==> src/rtl/full_subtractor_cell.sv <==
// One-bit full subtractor cell: difference and borrow-out from x - y - b_in.
module full_subtractor_cell (
  input  logic x,
  input  logic y,
  input  logic b_in,
  output logic d,
  output logic b_out
);

  logic w_xy_xor;

  assign w_xy_xor = x ^ y;
  assign d        = w_xy_xor ^ b_in;
  // Borrow when y exceeds x, or when the bits match and a borrow ripples in.
  assign b_out    = (~x & y) | (~w_xy_xor & b_in);

endmodule

==> src/rtl/full_subtractor.sv <==
// Ripple-borrow WIDTH-bit subtractor (x - y - c_in) with registered difference,
// borrow-out and valid.
module full_subtractor #(
  parameter int unsigned WIDTH = 1
) (
  input  logic             clk,
  input  logic             rst,
  input  logic [WIDTH-1:0] x,
  input  logic [WIDTH-1:0] y,
  input  logic             c_in,
  input  logic             in_valid,
  output logic [WIDTH-1:0] diff,
  output logic             c_out,
  output logic             out_valid
);

  logic [WIDTH:0]   w_borrow;
  logic [WIDTH-1:0] w_diff;

  logic [WIDTH-1:0] r_diff;
  logic             r_c_out;
  logic             r_out_valid;

  assign w_borrow[0] = c_in;

  for (genvar i = 0; i < WIDTH; i++) begin : g_cell
    full_subtractor_cell u_cell (
      .x     (x[i]),
      .y     (y[i]),
      .b_in  (w_borrow[i]),
      .d     (w_diff[i]),
      .b_out (w_borrow[i+1])
    );
  end

  // Result registers only load on valid; out_valid tracks in_valid every cycle.
  always_ff @(posedge clk) begin
    if (rst) begin
      r_diff      <= '0;
      r_c_out     <= 1'b0;
      r_out_valid <= 1'b0;
    end else begin
      r_out_valid <= in_valid;
      if (in_valid) begin
        r_diff  <= w_diff;
        r_c_out <= w_borrow[WIDTH];
      end
    end
  end

  assign diff      = r_diff;
  assign c_out     = r_c_out;
  assign out_valid = r_out_valid;

endmodule

==> config.mk <==
export PLATFORM = sky130hd
export DESIGN_NAME = full_subtractor
export DESIGN_NICKNAME = d
export VERILOG_FILES = /design/src/rtl/full_subtractor_cell.sv /design/src/rtl/full_subtractor.sv
export SDC_FILE = /design/constraint.sdc
export NUM_CORES = 1
export LEC_CHECK = 0
export ABC_AREA = 1
export CAP_MARGIN = 10
export CORE_AREA = 2 2 39 41
export DETAILED_ROUTE_END_ITERATION = 12
export DIE_AREA = 0 0 41 43
export PLACE_DENSITY = 0.38
export SYNTH_ARGS = -nofsm -noshare
export SYNTH_HDL_FRONTEND = slang
export SYNTH_HIERARCHICAL = 1
export SYNTH_SLANG_ARGS = --single-unit
export TNS_END_PERCENT = 50
==> constraint.sdc <==
create_clock -name clk -period 1.2 [get_ports clk]
set_input_delay 0.24 -clock clk [delete_from_list [all_inputs] [get_ports clk]]
set_output_delay 0.24 -clock clk [all_outputs]
set_load 0.1 [all_outputs]
==> out/results.ini <==
[clock_network]
clock-root-buffer = clkbuf_4
cts_tree = yes
postCtsSetupRepairBufs = 0
cts_buffer_depth = 2
clk_pin_slew_ns = 0.04
h-tree-depth = 1
clk_latency_ns = 0.23
numCtsBuffers = 3
cts_hold_buffers = 0
cts_resized = 4
cts_sinks = 3

[timing]
maxSlewViolCount = 0
min_period_ns = 1.05
rsz0062_at_grt = false
tightest_slew_ns = 0.179
fin_crit_sh = 0.878
relSlewSlack = 0.881
fin_worst_skew_ns = 0
finalHoldViolations = 0
finalSetupViolCount = 0
fmax_ghz = 0.949

[synthesis]
syn_inst = 20
syn_area_per_cell_um2 = 7.01
yosys.area.top_type_share = 0.429
ys_ff_latch = 3
yosys-top-cells-area = dfxtp_1, inv_1, fa_1
synth_top_cell_by_area = dfxtp_1
syn_area_um2 = 140
ys.warnings.count = 6
yosys.cell_types.count = 5
syn-num-nets = 27
ys_seq_area_frac = 0.429

[critical_path]
worst_setup_path_end_kind = flop
start_kind = input port
reg2reg_depth = 2
cp_data_required_time_ns = 1.37
critical_path_class = input port to flop
crit_fanout = 1
crit_arrival_ns = 1.22

[floorplanning]
coreArea_um2 = 1380
initial_core_util = 0.101
design.die.area_um2 = 1760
die_h_um = 43
core.rowCount = 14
fp.dieW_um = 41
io_pins = 9

[power]
power_density_nw_per_um2 = 1410
power_uw = 416
ir_worst_vdd_uv = 383
leakagePower_nw = 0.154

[run_status]
outcome = completed

[layout]
syn_to_final_growth_pct = 110
antenna_cells = 0
nNetsFinal = 40
final_cell_mix = inv_1, nor2_1, nand2_1
final_common_cell = inv_1
drive_above_1_share = 0.250
fin_cells = 48

[detailed_routing]
wl_per_cell_um = 6.23
viasPerCell = 2.77
drt_pass1_iterations = 1
vias = 133
ant_nets = 0
routed_wl_um = 299
drt_iter0_markers = 0
drc_errors = 0

[placed_design]
dp.cells = 44
gp_congestion = 0.668
numPortBuffers = 8

[grt]
grt_overflow = 0
grt_max_degree = 6
grt_pass1_wl_um = 448
antenna_found_initial = 0
grt.total_usage = 0.0441
grt_pass1_vias = 125

[run]
cap_violations = 0

[min_path]
hp-class = flop to flop
holdPathStages = 2

-- where the power goes --
part	total, mW	switching, mW	internal, mW
clock	0.181	0.0563	0.125
combinational	0.119	0.0722	0.0469
sequential	0.115	0.00712	0.108
-- critical path, stage by stage --
cell	delay (ns)
dlygate4sd2_1	0.19
inv_1	0.05
fa_1	0.52
inv_1	0.04
nand2_1	0.05
nand2_1	0.05
nor2_1	0.09
-- logic make-up (layout without fill, tap and decap cells) --
| logic type | after synthesis | in the layout | share of synthesized area |
|---|---|---|---|
| adder cells (fa/ha/maj) | 1 | 1 | 0.143 |
| AND/OR/NAND/NOR | 9 | 9 | 0.241 |
| flip-flops | 3 | 3 | 0.429 |
| buffers and inverters | 7 | 19 | 0.188 |
-- stage by stage --
stage	hold WS, ns	cell area, µm²	utilization	setup slack [ns]	TNS [ns]
final	0.508	294	0.212	0.146	0
after global routing	0.534	294	0.212	0.0701	0
after CTS	0.511	294	0.212	0.142	0
after detailed placement	0.500	272	0.196	-0.349	-0.631
after global placement	0.494	272	0.196	-0.330	-0.604
after floorplan	0.311	141	-	0.0270	0
-- Yosys cell counts --
master,number
dfxtp_1,3
fa_1,1
inv_1,7
nand2_1,4
nor2_1,5
-- worst paths after layout --
check                           startpoint     to  slack, ns
worst min-delay path                  diff   diff       0.51
worst max-delay path                  c_in   diff       0.15
worst max register to register       c_out  c_out       0.62
worst min register to register        diff   diff       0.51
-- state kept, by name, summed over array words and instances (netlist names) --
name and cells:
out_valid 1, c_out 1, diff 1
-- per-layer routing --
metal	global-route usage	wire length (µm)
met1	0.0449	126
met2	0.0469	115
met3	0.0471	57
met4	0.0400	0
met5	0	0
-- final cells by class --
cell class	instances	area [µm²]
Clock buffer	4	26.3
Fill cell	165	1090
Inverter	7	26.3
Multi-Input combinational cell	10	53.8
Sequential cell	3	61.3
Tap cell	16	20.0
Timing Repair Buffer	8	106
Note: power is estimated with default switching activity, not from simulation.
